==> src/rtl/vip_frame_stream_gen.sv <==
// vip_frame_stream_gen - synthetic raster video source for the ISP pipeline.
//
// Emits one frame (or back-to-back frames when cont = 1) on the
// vsync/href/clken/8-bit pixel stream used by the ISP front end. All stream
// outputs are registered one cycle behind the raster counters.
//
// Optional feature macro: VIP_STREAM_GEN_MOVING_EN
//   defined   : pattern 3 is a moving diagonal ramp (x + y + frame count)
//   undefined : pattern 3 outputs 8'h00 and the ramp adder is not built
//
// Ports:
//   clk, rst          clock, synchronous active-high reset
//   start             one-cycle request to begin a frame (ignored while running)
//   cont              1 = start the next frame immediately after each frame
//   pattern_sel       pattern select, latched at frame start
//   post_frame_vsync  frame sync, high for the first VSYNC_LINES lines
//   post_frame_href   active-line qualifier
//   post_frame_clken  pixel-valid strobe, one per CLKEN_DIV cycles within href
//   post_img_y        pixel value, 0 whenever clken is low
//   busy              frame in progress
//   frame_done        one-cycle pulse after the last cycle of a frame
//   frame_cnt         completed frame count, wraps 255 -> 0
module vip_frame_stream_gen #(
  parameter int unsigned IMG_W       = 640,
  parameter int unsigned IMG_H       = 480,
  parameter int unsigned H_BLANK     = 160,
  parameter int unsigned VSYNC_LINES = 2,
  parameter int unsigned V_BACK      = 10,
  parameter int unsigned V_FRONT     = 10,
  parameter int unsigned CLKEN_DIV   = 1
) (
  input  logic       clk,
  input  logic       rst,
  input  logic       start,
  input  logic       cont,
  input  logic [1:0] pattern_sel,
  output logic       post_frame_vsync,
  output logic       post_frame_href,
  output logic       post_frame_clken,
  output logic [7:0] post_img_y,
  output logic       busy,
  output logic       frame_done,
  output logic [7:0] frame_cnt
);

  localparam int unsigned ActLen     = IMG_W * CLKEN_DIV;
  localparam int unsigned LineLen    = ActLen + H_BLANK;
  localparam int unsigned FrameLines = VSYNC_LINES + V_BACK + IMG_H + V_FRONT;
  localparam int unsigned Act0       = VSYNC_LINES + V_BACK;
  localparam int unsigned ActEnd     = Act0 + IMG_H;

  localparam int unsigned HW = $clog2(LineLen);
  localparam int unsigned VW = $clog2(FrameLines);
  localparam int unsigned SW = (CLKEN_DIV > 1) ? $clog2(CLKEN_DIV) : 1;

  localparam logic [HW-1:0] HLast = HW'(LineLen - 1);
  localparam logic [VW-1:0] VLast = VW'(FrameLines - 1);
  localparam logic [SW-1:0] SLast = SW'(CLKEN_DIV - 1);

  typedef enum logic [0:0] {StIdle, StRun} state_e;

  state_e          state_q, state_d;
  logic [HW-1:0]   h_q, h_d;
  logic [VW-1:0]   v_q, v_d;
  logic [SW-1:0]   s_q, s_d;   // cycle slot within the current pixel
  logic [HW-1:0]   x_q, x_d;   // pixel index within the line
  logic [1:0]      pat_q, pat_d;
  logic [7:0]      cnt_q, cnt_d;
  logic            last_q, last_d;  // last counter state of a frame was just consumed

  logic            vsync_q, href_q, clken_q, busy_q, done_q;
  logic [7:0]      y_q, fcnt_q;

  // Next-state: FSM and raster counters
  always_comb begin
    state_d = state_q;
    h_d     = h_q;
    v_d     = v_q;
    s_d     = s_q;
    x_d     = x_q;
    pat_d   = pat_q;
    cnt_d   = cnt_q;
    last_d  = 1'b0;
    unique case (state_q)
      StIdle: begin
        h_d = '0;
        v_d = '0;
        s_d = '0;
        x_d = '0;
        if (start) begin
          pat_d   = pattern_sel;
          state_d = StRun;
        end
      end
      StRun: begin
        if (h_q == HLast) begin
          h_d = '0;
          s_d = '0;
          x_d = '0;
          if (v_q == VLast) begin
            v_d    = '0;
            last_d = 1'b1;
            cnt_d  = cnt_q + 8'd1;
            if (cont) begin
              pat_d = pattern_sel;
            end else begin
              state_d = StIdle;
            end
          end else begin
            v_d = v_q + VW'(1);
          end
        end else begin
          h_d = h_q + HW'(1);
          if (s_q == SLast) begin
            s_d = '0;
            x_d = x_q + HW'(1);
          end else begin
            s_d = s_q + SW'(1);
          end
        end
      end
      default: state_d = StIdle;
    endcase
  end

  always_ff @(posedge clk) begin
    if (rst) begin
      state_q <= StIdle;
      h_q     <= '0;
      v_q     <= '0;
      s_q     <= '0;
      x_q     <= '0;
      pat_q   <= '0;
      cnt_q   <= '0;
      last_q  <= 1'b0;
    end else begin
      state_q <= state_d;
      h_q     <= h_d;
      v_q     <= v_d;
      s_q     <= s_d;
      x_q     <= x_d;
      pat_q   <= pat_d;
      cnt_q   <= cnt_d;
      last_q  <= last_d;
    end
  end

  // Combinational stream terms from the current counter state
  logic       run;
  logic       vsync_c, href_c, clken_c;
  logic [7:0] x8, y8, pix_c;

  assign run     = (state_q == StRun);
  assign vsync_c = run && (32'(v_q) < VSYNC_LINES);
  assign href_c  = run && (32'(v_q) >= Act0) && (32'(v_q) < ActEnd) && (32'(h_q) < ActLen);
  assign clken_c = href_c && (s_q == '0);
  assign x8      = 8'(x_q);
  // Only meaningful inside the active rows, where v_q >= Act0.
  assign y8      = 8'(v_q - VW'(Act0));

`ifdef VIP_STREAM_GEN_MOVING_EN
  logic [7:0] ramp_c;
  assign ramp_c = x8 + y8 + cnt_q;
`else
  logic unused_y;
  assign unused_y = ^{y8[7:4], y8[2:1]};
`endif

  always_comb begin
    pix_c = 8'h00;
    unique case (pat_q)
      2'd0: pix_c = x8;
      2'd1: begin
        if (!x8[0] && !y8[0]) begin
          pix_c = 8'hC0;
        end else if (x8[0] && y8[0]) begin
          pix_c = 8'h40;
        end else begin
          pix_c = 8'h80;
        end
      end
      2'd2: pix_c = (x8[3] ^ y8[3]) ? 8'hFF : 8'h00;
`ifdef VIP_STREAM_GEN_MOVING_EN
      2'd3: pix_c = ramp_c;
`else
      2'd3: pix_c = 8'h00;
`endif
      default: pix_c = 8'h00;
    endcase
  end

  // Output register stage
  always_ff @(posedge clk) begin
    if (rst) begin
      vsync_q <= 1'b0;
      href_q  <= 1'b0;
      clken_q <= 1'b0;
      y_q     <= 8'h00;
      busy_q  <= 1'b0;
      done_q  <= 1'b0;
      fcnt_q  <= 8'h00;
    end else begin
      vsync_q <= vsync_c;
      href_q  <= href_c;
      clken_q <= clken_c;
      y_q     <= clken_c ? pix_c : 8'h00;
      // Rises with the accepted start; falls once the last frame cycle has left the outputs.
      busy_q  <= run || (state_d == StRun);
      done_q  <= last_q;
      fcnt_q  <= cnt_q;
    end
  end

  assign post_frame_vsync = vsync_q;
  assign post_frame_href  = href_q;
  assign post_frame_clken = clken_q;
  assign post_img_y       = y_q;
  assign busy             = busy_q;
  assign frame_done       = done_q;
  assign frame_cnt        = fcnt_q;

endmodule

==> config.mk <==
export PLATFORM = sky130hd
export DESIGN_NAME = vip_frame_stream_gen
export DESIGN_NICKNAME = d
export VERILOG_FILES = /design/src/rtl/vip_frame_stream_gen.sv
export SDC_FILE = /design/constraint.sdc
export NUM_CORES = 1
export LEC_CHECK = 0
export ABC_AREA = 1
export CAP_MARGIN = 20
export CORE_MARGIN = 1.5
export CORE_UTILIZATION = 30
export CTS_CLUSTER_DIAMETER = 150
export DETAILED_ROUTE_END_ITERATION = 7
export GPL_TIMING_DRIVEN = 1
export HOLD_SLACK_MARGIN = 0.15
export SYNTH_ARGS = -nofsm -noshare
export SYNTH_HDL_FRONTEND = slang
export SYNTH_SLANG_ARGS = --single-unit
==> constraint.sdc <==
create_clock -name clk -period 1.59 [get_ports clk]
set_input_delay 0.159 -clock clk [delete_from_list [all_inputs] [get_ports clk]]
set_output_delay 0.159 -clock clk [all_outputs]
set_load 0.02 [all_outputs]
==> results_dict.tcl <==
set metrics [dict create \
    holdBufCountCts 0 \
    hold_class "reg -> reg" \
    worst_pin_slew_ns 0.446 \
    regArea_mm2 0.00118 \
    fin_crit_ns 1.47 \
    fin_crit_sh_pct 92.4 \
    synth_compound_area_share_pct 8.26 \
    syn-num-nets 361 \
    setup_viol 0 \
    antenna_found_initial 0 \
    setup-tns-final_ns 0 \
    synthTopCellsByArea "dfxtp_1 (47%), nand2_1 (10%), nor2_1 (9.3%)" \
    fin_cells 496 \
    worst_ep_arrival_time_ns 1.69 \
    ys_ff_latch 59 \
    wire_per_inst_um 9.92 \
    dieArea_mm2 0.00899 \
    final_common_cell "nand2_1" \
    synth-simple-area-share_pct 30.8 \
    max_cap_viol_count 0 \
    total_leakage_power_nw 1.32 \
    finClkSkew_ns 0.00783 \
    cpMostUsedCell "nand2_1" \
    fill_cells 856 \
    place_hpwl_um 3580 \
    io_pins 27 \
    crit_family "simple AND/OR/NAND/NOR gates" \
    drv_slew 0 \
    num_vias 2152 \
    root_buffer "clkbuf_8" \
    cp_num_buf_inv 1 \
    grt_usage_pct 11.9 \
    synth_top_area_cell "dfxtp_1" \
    ant_nets 0 \
    synth_top_family_by_area "simple AND/OR/NAND/NOR gates" \
    cts_tree "built" \
    gr-total-overflow 0 \
    synth_cell_types 28 \
    cts.htree.levels 3 \
    synth_warnings 0 \
    nets 400 \
    postPlaceCellArea_mm2 0.00293 \
    design_area_mm2 0.00321 \
    grt_pass1_wl_um 8260 \
    crit_type "reg -> reg" \
    fp.coreArea_mm2 0.00818 \
    startpoint_type "register" \
    synth_top_cell_area_share_pct 46.7 \
    rsz0062_at_grt "true" \
    total_power_mw 3.02 \
    final_layout_size_suffix_gt1_share_pct 10.7 \
    drt-vias-per-instance 4.34 \
    cp.required_ns 1.81 \
    cp_slowest_cell "dfxtp_1" \
    finalWorstSetupSlack_ns 0.121 \
    port_buffers 26 \
    clockBufferDepth 2 \
    synthCells 347 \
    synth.area.mux_share_pct 0 \
    crit_path_max_incr_delay_ns 0.32 \
    drt_iter0_drc 70 \
    core.rowCount 33 \
    post-route-util_pct 39.3 \
    finalHoldViolations 0 \
    die_h_um 94.8 \
    diodes 0 \
    synth-seq-area-share_pct 46.7 \
    clock.fmax_mhz 681 \
    slew_headroom_pct 70.1 \
    clock_latency_ns 0.33 \
    clkTransAtPathRegs_ns 0.07 \
    dp_cells 479 \
    cts_made_buffers 9 \
    gp_congestion 0.778 \
    cp_max_fo 4 \
    status "finished, final reports clean" \
    die_w_um 94.8 \
    start_util_pct 30.9 \
    grt_max_degree 16 \
    cts.sinks 59 \
    drc 0 \
    drtPass1Iterations 4 \
    p_per_area_mw_per_mm2 941 \
    irDropWorstVdd_mv 0.450 \
    totalWireLength_um 4920 \
    cts_setup_buffers 0 \
    syn2layout_area_growth_pct 26.9 \
    multiInputGateArea_mm2 0.00117 \
    first_global_vias 1951 \
    path_cells "inv_1 > ha_1 > nand2_1 > nor2_2 > nand2_2 > a21oi_4 > nand3_1 > nand2_1 > nor2_1" \
    avgSynthCellArea_um2 7.29 \
    end_kind "register" \
    most-common-layout-cells "nand2_1 (67), nor2_1 (60), dfxtp_1 (58)" \
    synthXorXnorAreaFrac_pct 0.346 \
    synth_fa_ha_area_share_pct 3.96 \
    syn-cell-area_mm2 0.00253 \
    hold_ws_ns 0.408 \
    pre_cts_ws_ns -0.00994 \
]
kinds of logic (layout without fill, tap and decap cells):
logic type	count (synthesis)	count (layout)
AOI/OAI and AO/OA	39	39
xor gates and xnor gates	1	1
adders and majority gates	8	8
buffers and inverters	61	104
DFF	59	59
and+or+nand+nor	179	180
registers in the layout, indices dropped and copies added, names as in the netlist:
register,cells
h_q,10
v_q,9
cnt_q,8
frame_cnt,8
post_img_y,8
x_q,8
pat_q,2
busy,1
frame_done,1
last_q,1
post_frame_href,1
post_frame_vsync,1
run,1
cell usage after synthesis (all sizes together):
cell type	number
xor2	1
a21oi	27
and3	1
nand2	71
inv	54
and2	1
nor3	7
o21ai	8
nor4	1
clkbuf	1
or2	1
nor3b	2
a211oi	1
nand3b	1
nor2	67
ha	8
buf	6
o31ai	2
nand3	27
dfxtp	59
o211ai	1
worst min-delay path: stages (launching register included):
cell	delay (ns)
dfxtp_1	0.30
inv_1	0.04
nor2_1	0.03
power by group:
group | leakage (nW) | internal (mW) | total [mW] | switching, mW
sequential | 0.477 | 1.49 | 1.50 | 0.0114
clock | 0.106 | 0.807 | 1.39 | 0.579
combinational | 0.735 | 0.0527 | 0.131 | 0.0787
total | 1.32 | 2.35 | 3.02 | 0.669
what timing repair did:
action / 4_1_cts / 5_1_grt
gates cloned: 0 / 1
endpoints found under the setup margin: 6 / 38
pin swaps: 0 / 3
endpoints found under the hold margin: 0 / 0
resized for setup: 2 / 14
worst paths after layout:
path                from    endpoint  slack, ns  cells after the start
setup / recovery  v_q[1]    pat_q[1]       0.12                      9
hold reg to reg   last_q  frame_done       0.41                      2
setup reg to reg  v_q[1]    pat_q[1]       0.12                      9
hold / removal    last_q  frame_done       0.41                      2
final cells by class:
| type | count | area share (%) |
|---|---|---|
| Sequential cell | 59 | 36.8 |
| Multi-Input combinational cell | 228 | 36.4 |
| Timing Repair Buffer | 34 | 9.98 |
| Inverter | 54 | 6.32 |
| Clock buffer | 12 | 4.83 |
| Tap cell | 105 | 4.09 |
| Clock inverter | 4 | 1.52 |
per-layer routing:
metal	part of all wire, %	routed length, µm	vias up	global-route usage [%]
met4	1.1	53	0	5.72
met1	50	2470	946	14.5
met5	0	0	-	0
li1	-	-	1162	-
met3	3.4	167	6	3.78
met2	45	2230	38	18.9
Note: power is estimated with default switching activity, not from simulation.
